<file path="config.mk">
export PLATFORM = sky130hd
export DESIGN_NAME = instr_fetch_buf
export DESIGN_NICKNAME = d
export VERILOG_FILES = /design/src/rtl/fetch_pkg.sv /design/src/rtl/fetch_fifo.sv /design/src/rtl/instr_fetch_buf.sv
export SDC_FILE = /design/constraint.sdc
export NUM_CORES = 1
export LEC_CHECK = 0
export ABC_AREA = 1
export CAP_MARGIN = 40
export CORE_MARGIN = 10
export CORE_UTILIZATION = 45
export CTS_BUF_LIST = sky130_fd_sc_hd__clkbuf_4 sky130_fd_sc_hd__clkbuf_8 sky130_fd_sc_hd__clkbuf_16
export DETAILED_ROUTE_END_ITERATION = 16
export GPL_ROUTABILITY_DRIVEN = 0
export PLACE_DENSITY_LB_ADDON = 0.2
export SETUP_SLACK_MARGIN = 0.2
export SYNTH_ARGS = -nofsm -noshare
export SYNTH_HDL_FRONTEND = slang
export SYNTH_SLANG_ARGS = --single-unit
</file>
<file path="constraint.sdc">
create_clock -name clk -period 11.5 [get_ports clk]
set_input_delay 2.3 -clock clk [delete_from_list [all_inputs] [get_ports clk]]
set_output_delay 2.3 -clock clk [all_outputs]
set_load 0.01 [all_outputs]
</file>
<file path="src/rtl/fetch_pkg.sv">
// rtl/fetch_pkg.sv - shared types and constants for the instruction fetch buffer
package fetch_pkg;

  typedef enum logic [1:0] {
    IDLE,
    REQ,
    WAIT,
    DROP
  } fetch_state_t;

  localparam logic [31:0] INSTR_NOP  = 32'h00000013;
  localparam logic [31:0] FETCH_STEP = 32'd4;

  typedef struct packed {
    logic [31:0] pc;
    logic [31:0] instr;
  } fetch_entry_t;

endpackage

</file>
<file path="src/rtl/fetch_fifo.sv">
// rtl/fetch_fifo.sv - DEPTH-entry FIFO of fetched {pc, instr}; flush beats push and pop
module fetch_fifo
  import fetch_pkg::*;
#(
  parameter int DEPTH = 4
) (
  input  logic                     clk,
  input  logic                     rst_n,
  input  logic                     i_push,
  input  fetch_entry_t             i_data,
  input  logic                     i_pop,
  input  logic                     i_flush,
  output fetch_entry_t             o_head,
  output logic [$clog2(DEPTH):0]   o_count
);

  localparam int AW = $clog2(DEPTH);

  fetch_entry_t   r_mem [DEPTH];
  logic [AW-1:0]  r_wr_ptr;
  logic [AW-1:0]  r_rd_ptr;
  logic [AW:0]    r_count;
  logic           w_push;
  logic           w_pop;

  assign w_push = i_push & ~i_flush;
  assign w_pop  = i_pop & ~i_flush & (r_count != '0);

  always_ff @(posedge clk or negedge rst_n) begin
    if (!rst_n) begin
      r_wr_ptr <= '0;
      r_rd_ptr <= '0;
      r_count  <= '0;
    end else if (i_flush) begin
      r_wr_ptr <= '0;
      r_rd_ptr <= '0;
      r_count  <= '0;
    end else begin
      if (w_push) r_wr_ptr <= r_wr_ptr + 1'b1;
      if (w_pop)  r_rd_ptr <= r_rd_ptr + 1'b1;
      r_count <= r_count + (AW+1)'(w_push) - (AW+1)'(w_pop);
    end
  end

  // Storage needs no reset; the head is only meaningful while count is nonzero.
  always_ff @(posedge clk) begin
    if (w_push) r_mem[r_wr_ptr] <= i_data;
  end

  assign o_head  = r_mem[r_rd_ptr];
  assign o_count = r_count;

endmodule

</file>
<file path="src/rtl/instr_fetch_buf.sv">
// rtl/instr_fetch_buf.sv - req/gnt/rvalid instruction fetcher feeding a valid/ready FIFO
// Optional perf counters are built when FETCH_PERF_EN is defined.
module instr_fetch_buf
  import fetch_pkg::*;
#(
  parameter int          DEPTH    = 4,
  parameter logic [31:0] RESET_PC = 32'h00000000
) (
  input  logic                     clk,
  input  logic                     reset,
  output logic                     mem_req,
  output logic [31:0]              mem_addr,
  input  logic                     mem_gnt,
  input  logic                     mem_rvalid,
  input  logic [31:0]              mem_rdata,
  output logic                     instr_valid,
  output logic [31:0]              instr,
  output logic [31:0]              instr_pc,
  input  logic                     instr_ready,
  input  logic                     redirect,
  input  logic [31:0]              redirect_pc,
`ifdef FETCH_PERF_EN
  output logic [15:0]              perf_drop_cnt,
  output logic [15:0]              perf_stall_cnt,
`endif
  output logic [$clog2(DEPTH):0]   fifo_count
);

  localparam int                CW         = $clog2(DEPTH) + 1;
  localparam logic [CW-1:0]     FULL_COUNT = CW'(DEPTH);

  fetch_state_t  r_state;
  fetch_state_t  w_next_state;
  logic [31:0]   r_fetch_pc;
  logic [31:0]   w_fetch_pc_nxt;
  logic [31:0]   r_req_addr;
  logic [31:0]   w_req_addr_nxt;
  logic          r_kill;
  logic          w_kill_nxt;
  logic          w_push;
  logic          w_pop;
  logic [CW-1:0] w_count;
  fetch_entry_t  w_entry;
  fetch_entry_t  w_head;

  always_ff @(posedge clk or negedge reset) begin
    if (!reset) begin
      r_state    <= IDLE;
      r_fetch_pc <= RESET_PC;
      r_req_addr <= '0;
      r_kill     <= 1'b0;
    end else begin
      r_state    <= w_next_state;
      r_fetch_pc <= w_fetch_pc_nxt;
      r_req_addr <= w_req_addr_nxt;
      r_kill     <= w_kill_nxt;
    end
  end

  always_comb begin
    w_next_state   = r_state;
    w_fetch_pc_nxt = r_fetch_pc;
    w_req_addr_nxt = r_req_addr;
    w_kill_nxt     = r_kill;
    w_push         = 1'b0;
    case (r_state)
      IDLE: begin
        if (!redirect && (w_count < FULL_COUNT)) begin
          w_next_state   = REQ;
          w_req_addr_nxt = r_fetch_pc;
        end
      end
      REQ: begin
        // The request cannot be withdrawn once raised, so a redirect only marks it dead.
        if (mem_gnt) begin
          w_kill_nxt = 1'b0;
          if (!r_kill && !redirect) begin
            w_next_state   = WAIT;
            w_fetch_pc_nxt = r_fetch_pc + FETCH_STEP;
          end else begin
            w_next_state = DROP;
          end
        end else if (redirect) begin
          w_kill_nxt = 1'b1;
        end
      end
      WAIT: begin
        if (mem_rvalid) begin
          w_next_state = IDLE;
          w_push       = ~redirect;
        end else if (redirect) begin
          w_next_state = DROP;
        end
      end
      DROP: begin
        if (mem_rvalid) w_next_state = IDLE;
      end
      default: w_next_state = IDLE;
    endcase
    if (redirect) w_fetch_pc_nxt = redirect_pc & 32'hFFFF_FFFC;
  end

  assign w_entry = {r_req_addr, mem_rdata};
  assign w_pop   = instr_valid & instr_ready;

  fetch_fifo #(
    .DEPTH (DEPTH)
  ) u_fifo (
    .clk     (clk),
    .rst_n   (reset),
    .i_push  (w_push),
    .i_data  (w_entry),
    .i_pop   (w_pop),
    .i_flush (redirect),
    .o_head  (w_head),
    .o_count (w_count)
  );

  assign mem_req     = (r_state == REQ);
  assign mem_addr    = r_req_addr;
  assign instr_valid = (w_count != '0);
  assign instr       = instr_valid ? w_head.instr : INSTR_NOP;
  assign instr_pc    = instr_valid ? w_head.pc : 32'h0;
  assign fifo_count  = w_count;

`ifdef FETCH_PERF_EN
  logic [15:0] r_perf_drop;
  logic [15:0] r_perf_stall;
  logic        w_drop_rsp;
  logic        w_stall;

  assign w_drop_rsp = mem_rvalid & ((r_state == DROP) | ((r_state == WAIT) & redirect));
  assign w_stall    = instr_ready & ~instr_valid;

  always_ff @(posedge clk or negedge reset) begin
    if (!reset) begin
      r_perf_drop  <= '0;
      r_perf_stall <= '0;
    end else begin
      if (w_drop_rsp && (r_perf_drop != 16'hFFFF))  r_perf_drop  <= r_perf_drop + 16'd1;
      if (w_stall && (r_perf_stall != 16'hFFFF))    r_perf_stall <= r_perf_stall + 16'd1;
    end
  end

  assign perf_drop_cnt  = r_perf_drop;
  assign perf_stall_cnt = r_perf_stall;
`endif

endmodule

</file>
=== Word level (Yosys, flattened, before mapping) ===
Memory sizes are Yosys's and may differ from the RTL's.
Index checks and enable logic that the tools add are counted.

* Register bits after elaboration: 74
* RAM bits: 256
* Input bits: 70
* Output and inout port bits: 101
* Word-level logic and storage cells: 65
* Memories: 1

* $add $sub $neg: 5
* Order comparisons: 1
* Eq/ne operators: 7
* Muxes and demuxes: 24
* Bitwise operators: 5
* Reduce and logical (&&, ||, !) cells: 15

{| class="wikitable"
|+ Memory list
! name !! words !! width !! read ports !! clocked after Yosys merged registers in !! write ports !! line !! text
|-
| u_fifo.r_mem || 4 || 64 || 1 || 0 || 1 || fetch_fifo.sv:19 || <nowiki>fetch_entry_t r_mem [DEPTH];</nowiki>
|}

{| class="wikitable"
|+ Operators with widths
! cell !! number
|-
| 32-bit two-way mux || 6
|-
| 32-bit by 3-bit adder with 32-bit output (second input constant) || 1
|-
| 2-bit two-way mux || 9
|-
| 2-bit nonzero test || 5
|-
| 2-bit case mux with 4 select lines || 1
|-
| 1-bit two-way mux || 7
|-
| 2-bit by 1-bit adder with 2-bit output (second input constant) || 2
|-
| 1-bit AND || 4
|-
| 2-bit equality test (second input constant) || 2
|-
| 2-bit != test (second input constant) || 2
|-
| 2-bit AND reduction || 2
|-
| 4-bit AND reduction || 1
|-
| 3-bit by 1-bit adder with 3-bit output || 1
|-
| 3-bit less-than comparator (second input constant) || 1
|-
| 3-bit two-way mux || 1
|-
| 3-bit != test (second input constant) || 1
|-
| 3-bit AND reduction || 1
|-
| 3-bit nonzero test || 1
|-
| 3-bit by 1-bit subtractor with 3-bit output || 1
|-
| 2-bit by 1-bit equality test with 1-bit output (second input constant) || 1
|-
| 1-bit logical AND || 2
|-
| 1-bit logical NOT || 2
|-
| 2-bit logical NOT || 1
|-
| 2-bit by 1-bit != test with 1-bit output (second input constant) || 1
|-
| 1-bit NOT || 1
|}

=== Logic depth before layout (Yosys ltp) ===
Gate-level depths: netlist (run 1).

* Depth in word-level cells: 7
* Mapped depth: 12

=== Hierarchy ===
From an unflattened synthesis (run 1), not the netlist that was laid out.

* Cell total of the unflattened synthesis: 1,327
* Area, all modules: 14,087.3 um2

{| class="wikitable"
|+ By module, submodules not included
! module !! times used !! cells an instance !! area each (um2) !! seq. area each (um2)
|-
| fetch_fifo || 1 || 743 || 10,153.5 || 7,862.5
|-
| instr_fetch_buf || 1 || 584 || 3,933.8 || 1,576.5
|}

=== Worst setup path before layout (run 1) ===
OpenSTA, ideal clock, no wires.

* Kind: input port to flip-flop
* Start: input port redirect
* End: memory u_fifo.r_mem[0][0] (netlist name) (enable)
* Library setup time: 0.482 ns
* Data arrival time: 5.225 ns
* Data required time: 11.018 ns
* Setup slack: 5.792 ns
* Stages: 3
* Buffers on the path: 0
* Cells stage by stage: inv_1 -> nand3_1 -> nor2_1

* Cells in the longest elaborated chain, start to end: 6

{| class="wikitable"
|+ RTL lines
! item !! line !! text
|-
| start, declared || instr_fetch_buf.sv:20 || <nowiki>input logic redirect,</nowiki>
|-
| 1-bit NOT * || fetch_fifo.sv:26, instr_fetch_buf.sv:90 ||
|-
| 1-bit two-way mux || instr_fetch_buf.sv:88 || <nowiki>if (mem_rvalid) begin</nowiki>
|-
| 1-bit two-way mux || instr_fetch_buf.sv:66 || <nowiki>case (r_state)</nowiki>
|-
| 1-bit AND * || fetch_fifo.sv:26 || <nowiki>assign w_push = i_push & ~i_flush;</nowiki>
|-
| 1-bit two-way mux * || fetch_fifo.sv:47 || <nowiki>if (w_push) r_mem[r_wr_ptr] <= i_data;</nowiki>
|-
| 1-bit two-way mux (not written as such) * || fetch_fifo.sv:47 ||
|-
| end, declared || fetch_fifo.sv:19 ||
|}

Mark *: on every way between the ends. The rest lies on a longest branch, timed or not.

=== Final worst setup path (run 1) ===
* Start: register u_fifo.r_rd_ptr[0]
* End: output port instr[0]

* Cells in the longest elaborated chain, start to end: 2

{| class="wikitable"
|+ RTL lines
! item !! line !! text
|-
| start, declared || fetch_fifo.sv:21 || <nowiki>logic [AW-1:0] r_rd_ptr;</nowiki>
|-
| start signal, assigned || fetch_fifo.sv:40 || <nowiki>if (w_pop) r_rd_ptr <= r_rd_ptr + 1'b1;</nowiki>
|-
| memory read 4 x 64 bit || - ||
|-
| 32-bit two-way mux || instr_fetch_buf.sv:122 || <nowiki>assign instr = instr_valid ? w_head.instr : INSTR_NOP;</nowiki>
|-
| end, declared || instr_fetch_buf.sv:17 || <nowiki>output logic [31:0] instr,</nowiki>
|}

Every way passes these cells.

==> flow_metrics.py, run 1 <==
metrics = {
    "drt": {
        "top_layer": "met4",
        "dr.pass1.iters": 5,
        "vias": 9458,
        "drc": 0,
        "routedLengthMet1_microns": 13900,
        "drt-total-wl_microns": 32900,
        "wl_per_cell_microns": 18.1,
        "routed_via_density": 5.19,
        "ant_nets": 0,
        "met3_length_microns": 2140,
        "dr_wl_met2_microns": 16300,
        "drtIter0Drc": 571,
    },
    "pwr": {
        "p_int_w": 0.00244,
        "p_clk_share_pct": 28.3,
        "power_frac_comb_pct": 28.3,
        "powerDensity_nw_per_um2": 216,
        "vdd_drop_max_mv": 0.127,
        "power.leakage_nw": 6.04,
        "switching_share_pct": 31.6,
        "power_switching_w": 0.00113,
        "p_seq_share_pct": 43.3,
    },
    "cells_and_area": {
        "drive_gt1_share_pct": 6.91,
        "antennaDiodeCount": 0,
        "fin_nets": 1490,
        "final_area_sq_um": 16600,
        "area_growth_pct": 23.2,
        "fillers": 2495,
        "stdcell_count": 1822,
    },
    "timing": {
        "fmax_mhz": 170,
        "rsz0062_at_grt": "false",
        "worst_pin_slew_ns": 0.882,
        "relSlewSlack_pct": 41.2,
        "fin_tns_setup_ns": 0,
        "fin_ws_ns": 5.61,
        "hold_viol": 0,
        "fin_crit_ns": 5.89,
        "fin_crit_sh_pct": 51.2,
        "finalSetupViolCount": 0,
        "skew_ns": 0.0164,
        "finalMaxSlewViolations": 0,
    },
    "global_routing": {
        "overflow": 0,
        "grt_pass1_wl_microns": 50700,
        "grt_use_total_pct": 17.4,
        "grt_pass1_vias": 9271,
        "antenna_found_initial": 0,
        "grt_max_degree": 79,
    },
    "clock_tree": {
        "numCtsBuffers": 34,
        "clk_pin_slew_worst_paths_ns": 0.06,
        "post_cts_buffers": 0,
        "clk_path_buf_depth": 3,
        "post_cts_resized": 0,
        "clk_latency_ns": 0.50,
        "clkSinkCount": 318,
        "root_buffer": "clkbuf_16",
        "cts_tree": "yes",
        "cts_hold_buffers": 0,
        "h-tree-depth": 2,
    },
    "placement": {
        "placed_cell_area_sq_um": 15500,
        "dp_hpwl_microns": 20200,
        "placed_cells": 1766,
        "io_buffers": 164,
        "dp_slack_ns": 6.05,
    },
    "setup_path": {
        "cp-endpoint": "instr[0]",
        "crit_start": "u_fifo.r_rd_ptr[0]$_DFFE_PN0P_",
        "worstSetupStartpointType": "register",
        "timing.rr.end": "u_fifo.o_count[2]$_DFF_PN0_",
        "path_max_fanout": 78,
        "r2r-start": "u_fifo.o_count[1]$_DFF_PN0_",
        "end_kind": "output pin",
        "crit_type": "register to output pin",
        "rrSetupSlack_ns": 8.38,
        "r2r_cells": 13,
        "crit_required_ns": 9.20,
        "cp.arrival_ns": 3.59,
    },
    "floorplan": {
        "die-height_microns": 193,
        "die_x_microns": 193,
        "initial_core_util_pct": 45.5,
        "io_pins": 171,
        "num_rows": 63,
        "die-area_sq_um": 37200,
        "coreArea_sq_um": 29600,
    },
    "synthesis": {
        "ys_seq_area_share_pct": 68.4,
        "synthMuxAreaShare_pct": 0.251,
        "synth_xor_area_share_pct": 0.130,
        "syn_avg_cell_area_sq_um": 10.7,
        "synth_top_family_by_area": "simple AND/OR/NAND/NOR gates",
        "ys_top_cells_by_area": "edfxtp_1, dfrtp_1, nor2_1, o21ai_0, nand2_1",
        "netlist_instances": 1256,
        "synth.top_cell.area_share_pct": 55.4,
        "synth_cell_types": 41,
        "yosysTopAreaCell": "edfxtp_1",
        "ys.warnings.count": 0,
        "synth_fa_ha_area_share_pct": 0.801,
        "synth-simple-area-share_pct": 16.6,
        "synth_seq_cells": 318,
        "synth_compound_area_share_pct": 9.61,
        "synth_area_sq_um": 13400,
    },
    "outcome": {
        "outcome": "finished clean",
    },
    "worst_hold_path": {
        "hold-path-cell-count": 2,
        "hold_path_class": "register to register",
    },
    "flow_run": {
        "maxCapViolations": 0,
    },
}
==> metal layers <==
metal  vias to the layer above  global-route usage (%)
met5                         -                       0
met4                         0                    4.41
met3                        43                    3.49
met2                       286                    29.7
met1                      4538                    22.2
li1                       4591                       -
==> worst min path at each step <==
stage                                       endpoint                       start  slack [ns]
after floorplan           r_fetch_pc[22]$_DFFE_PN0P_  r_fetch_pc[22]$_DFFE_PN0P_        0.49
after global placement    r_fetch_pc[30]$_DFFE_PN0P_  r_fetch_pc[30]$_DFFE_PN0P_        0.52
after detailed placement  r_fetch_pc[21]$_DFFE_PN0P_  r_fetch_pc[21]$_DFFE_PN0P_        0.54
after CTS                 r_fetch_pc[21]$_DFFE_PN0P_  r_fetch_pc[21]$_DFFE_PN0P_        0.56
after global routing      r_fetch_pc[21]$_DFFE_PN0P_  r_fetch_pc[21]$_DFFE_PN0P_        0.59
final                     r_fetch_pc[30]$_DFFE_PN0P_  r_fetch_pc[30]$_DFFE_PN0P_        0.55
==> power groups by stage <==
| stage | logic, W | registers, W | clock network, W |
|---|---|---|---|
| finish | 0.00101 | 0.00155 | 0.00101 |
| global placement | 0.00102 | 0.00157 | 0 |
| detailed placement | 0.00103 | 0.00157 | 0 |
| floorplan | 0.000518 | 0.00152 | 0 |
| global route | 0.00112 | 0.00157 | 0.00108 |
| CTS | 0.00103 | 0.00155 | 0.00104 |
==> placed cells by master, fill, tap and decap left out, drive strengths merged <==
| cell | synthesis | final |
|---|---|---|
| edfxtp | 248 | 248 |
| or2 | 2 | 2 |
| nand3b | 1 | 1 |
| clkinv | 1 | 9 |
| xor2 | 2 | 2 |
| o22ai | 4 | 4 |
| nand3 | 51 | 51 |
| o211ai | 8 | 8 |
| and2 | 2 | 2 |
| fa | 1 | 1 |
| mux2 | 3 | 3 |
| a31oi | 3 | 3 |
| ha | 7 | 7 |
| clkdlybuf4s50 | 0 | 163 |
| o221ai | 1 | 1 |
| dfrtp | 70 | 70 |
| inv | 58 | 58 |
| buf | 38 | 19 |
| conb | 1 | 4 |
| nand4 | 2 | 2 |
| a21oi | 67 | 67 |
| clkinvlp | 0 | 1 |
| o21ai | 161 | 161 |
| o311ai | 3 | 3 |
| nand2 | 170 | 170 |
| bufinv | 0 | 1 |
| nor2 | 322 | 322 |
| nor3 | 2 | 2 |
| clkbuf | 27 | 46 |
| o21bai | 1 | 1 |
==> critical path, cell delays in order (launching register included) <==
cell and delay, ns:
dfrtp_4 0.81, clkinv_2 0.66, buf_4 0.56, nor2_1 0.17, nor2_1 0.05, o21ai_0 0.09, o311ai_0 0.15, clkdlybuf4s50_1 0.53
==> state kept, by name, summed over array words and instances (netlist names) <==
register	count
u_fifo.o_count	3
u_fifo.r_mem	248
u_fifo.r_wr_ptr	2
r_kill	1
r_fetch_pc	30
r_state	2
u_fifo.r_rd_ptr	2
mem_addr	30
==> synth_stat cells (all sizes together) <==
library cell  instances
nor2                322
edfxtp              248
nand2               170
o21ai               161
dfrtp                70
a21oi                67
inv                  58
nand3                51
buf                  38
clkbuf               27
o211ai                8
ha                    7
o22ai                 4
a31oi                 3
mux2                  3
o311ai                3
and2                  2
nand4                 2
nor3                  2
or2                   2
xor2                  2
clkinv                1
conb                  1
fa                    1
nand3b                1
o21bai                1
o221ai                1
==> cells by family (layout without fill, tap and decap cells) <==
group                    after synthesis  in the layout
multiplexers                           3              3
other                                  1              4
adder cells (fa/ha/maj)                8              8
AO/OA/AOI/OAI                        248            248
XOR/XNOR                               2              2
flip-flops                           318            318
buffers and inverters                124            297
AND/OR/NAND/NOR                      552            552
==> cell type report <==
cell class	instances	area [sq um]	share of cell area [%]
Clock buffer	46	958	5.79
Clock inverter	10	78.8	0.476
Timing Repair Buffer	182	1860	11.3
Tap cell	390	488	2.95
Sequential cell	318	9200	55.6
Multi-Input combinational cell	817	3740	22.6
Inverter	59	223	1.35
==> metrics by stage <==
step | utilization, % | hold WS [ns] | total power [W]
3_3_place_gp | 52.0 | 0.523 | 0.00258
3_5_place_dp | 52.5 | 0.542 | 0.00260
2_1_floorplan | - | 0.491 | 0.00204
4_1_cts | 56.0 | 0.556 | 0.00362
5_1_grt | 56.0 | 0.587 | 0.00377
6_report | 56.0 | 0.555 | 0.00357
Note: power is estimated with default switching activity, not from simulation.
==> run 2: changes to the inputs <==
Clock period 11.5 ns to 4.8 ns, I/O delays scaled along.
==> run 2 against run 1 <==
Worst hold slack lost 0.085 ns. Flip-flop and latch count is the same. Global-route usage grew 0.23 points. Die area is the same. Critical path depth shrank 1. Sequential power grew 140%. Register-to-register slack lost 6.2 ns. Via count grew 0.80%. Cell area grew 0.65%. Sequential share of layout area shrank 0.36 points. First-iteration DRC count grew 1.2%. Critical endpoint is now instr_pc[13]. Largest cell class unchanged. Largest power group unchanged.
==> flow_metrics.py, run 2 (synthesized netlist as in run 1, its figures left out) <==
metrics = {
    "clock_tree": {
        "numCtsBuffers": 35,
        "clk_pin_slew_worst_paths_ns": 0.06,
        "post_cts_resized": 0,
        "h-tree-depth": 2,
        "clk_path_buf_depth": 3,
        "clk_latency_ns": 0.50,
        "cts_tree": "yes",
        "root_buffer": "clkbuf_16",
        "clkSinkCount": 318,
        "post_cts_buffers": 0,
        "cts_hold_buffers": 0,
    },
    "timing": {
        "finalSetupViolCount": 0,
        "rsz0062_at_grt": "false",
        "fmax_mhz": 253,
        "relSlewSlack_pct": 51.4,
        "fin_crit_ns": 3.95,
        "skew_ns": 0.00956,
        "fin_ws_ns": 0.846,
        "fin_tns_setup_ns": 0,
        "hold_viol": 0,
        "finalMaxSlewViolations": 0,
        "fin_crit_sh_pct": 82.4,
        "worst_pin_slew_ns": 0.726,
    },
    "cells_and_area": {
        "final_common_cell": "nor2_1",
        "layout_common_cells": "nor2_1, edfxtp_1, nand2_1, clkdlybuf4s50_1, o21ai_0",
        "antennaDiodeCount": 0,
        "area_growth_pct": 24.0,
        "fin_nets": 1493,
        "drive_gt1_share_pct": 7.56,
        "regMostFlops": "u_fifo.r_mem",
        "largest_reg_flops": 248,
    },
    "setup_path": {
        "cp.buffers_inverters": 3,
        "crit_type": "register to output pin",
        "path_max_fanout": 35,
        "crit_path_max_incr_delay_ns": 0.66,
        "cpLargestDelayFamily": "buffers and inverters",
        "slowest_stage": "dfrtp_2",
        "crit_required_ns": 3.84,
        "end_kind": "output pin",
        "worstSetupStartpointType": "register",
        "worstPathCellList": "inv_2 > buf_12 > nor2_1 > o21ai_0 > a21oi_1 > clkdlybuf4s50_1",
        "cp.arrival_ns": 2.99,
    },
    "drt": {
        "top_layer": "met4",
        "drt-total-wl_microns": 33100,
        "drc": 0,
        "dr_wl_met2_microns": 15400,
        "drtIter0Drc": 578,
        "met3_length_microns": 2160,
        "routed_via_density": 5.21,
        "wl_per_cell_microns": 18.1,
        "dr.pass1.iters": 5,
        "routedLengthMet1_microns": 14700,
        "vias": 9534,
        "ant_nets": 0,
    },
    "placement": {
        "dp_slack_ns": 1.27,
        "io_buffers": 164,
        "dp_hpwl_microns": 20700,
    },
    "worst_hold_path": {
        "hold_path_class": "input pin to async pin",
    },
    "global_routing": {
        "grt_pass1_vias": 9362,
        "grt_max_degree": 126,
        "overflow": 0,
        "antenna_found_initial": 0,
        "grt_use_total_pct": 17.6,
        "grt_pass1_wl_microns": 51400,
    },
    "floorplan": {
        "die-area_sq_um": 37200,
        "die_x_microns": 193,
        "die-height_microns": 193,
        "num_rows": 63,
        "initial_core_util_pct": 45.5,
        "coreArea_sq_um": 29600,
        "io_pins": 171,
    },
    "pwr": {
        "powerDensity_nw_per_um2": 531,
        "power.leakage_nw": 6.10,
        "vdd_drop_max_mv": 0.338,
    },
    "flow_run": {
        "maxCapViolations": 0,
    },
    "outcome": {
        "outcome": "finished clean",
    },
}
## run 2: cell type report
| cell class | count | area [sq um] |
|---|---|---|
| Timing Repair Buffer | 184 | 1850 |
| Multi-Input combinational cell | 817 | 3740 |
| Tap cell | 390 | 488 |
| Clock inverter | 19 | 175 |
| Inverter | 59 | 223 |
| Sequential cell | 318 | 9200 |
| Fill cell | 2523 | 12900 |
| Clock buffer | 44 | 985 |
## run 2: per-stage QoR
step / hold slack (ns) / cells / cell area (sq um) / total power, W / util [%]
final: 0.470 / 1831 / 16700 / 0.00884 / 56.4
after detailed placement: 0.537 / 1768 / 15500 / 0.00628 / 52.4
after floorplan: 0.491 / 1259 / 13500 / 0.00489 / -
after global placement: 0.526 / 1768 / 15500 / 0.00625 / 52.4
after global routing: 0.482 / 1831 / 16700 / 0.00933 / 56.4
after CTS: 0.469 / 1831 / 16700 / 0.00894 / 56.4
## run 2: final timing paths
kind                                                      from                              to  slack, ns  cells past startpoint
worst max register to register     u_fifo.o_count[1]$_DFF_PN0_     u_fifo.o_count[2]$_DFF_PN0_       2.16                     12
worst min-delay path                                     reset      r_fetch_pc[27]$_DFFE_PN0P_       0.47                      2
worst min register to register        mem_addr[22]$_DFFE_PN0P_   u_fifo.r_mem[3][54]$_DFFE_PP_       0.54                      0
worst max-delay path            u_fifo.r_rd_ptr[1]$_DFFE_PN0P_                    instr_pc[13]       0.85                      6
max in group asynchronous                                reset  u_fifo.r_rd_ptr[0]$_DFFE_PN0P_       3.82                      2
min in group clk                      mem_addr[22]$_DFFE_PN0P_   u_fifo.r_mem[3][54]$_DFFE_PP_       0.54                      0
## run 2: layer usage
metal / global-route usage (%) / vias up
li1: - / 4606
met1: 23.8 / 4551
met2: 28.2 / 314
met3: 3.49 / 63
met4: 5.55 / 0
met5: 0 / -
## run 2: power breakdown
part / switching [W] / total, W / internal, W / leakage [nW]
logic: 0.00142 / 0.00251 / 0.00109 / 2.42
registers: 0.000331 / 0.00368 / 0.00334 / 3.11
clock network: 0.00104 / 0.00265 / 0.00162 / 0.571
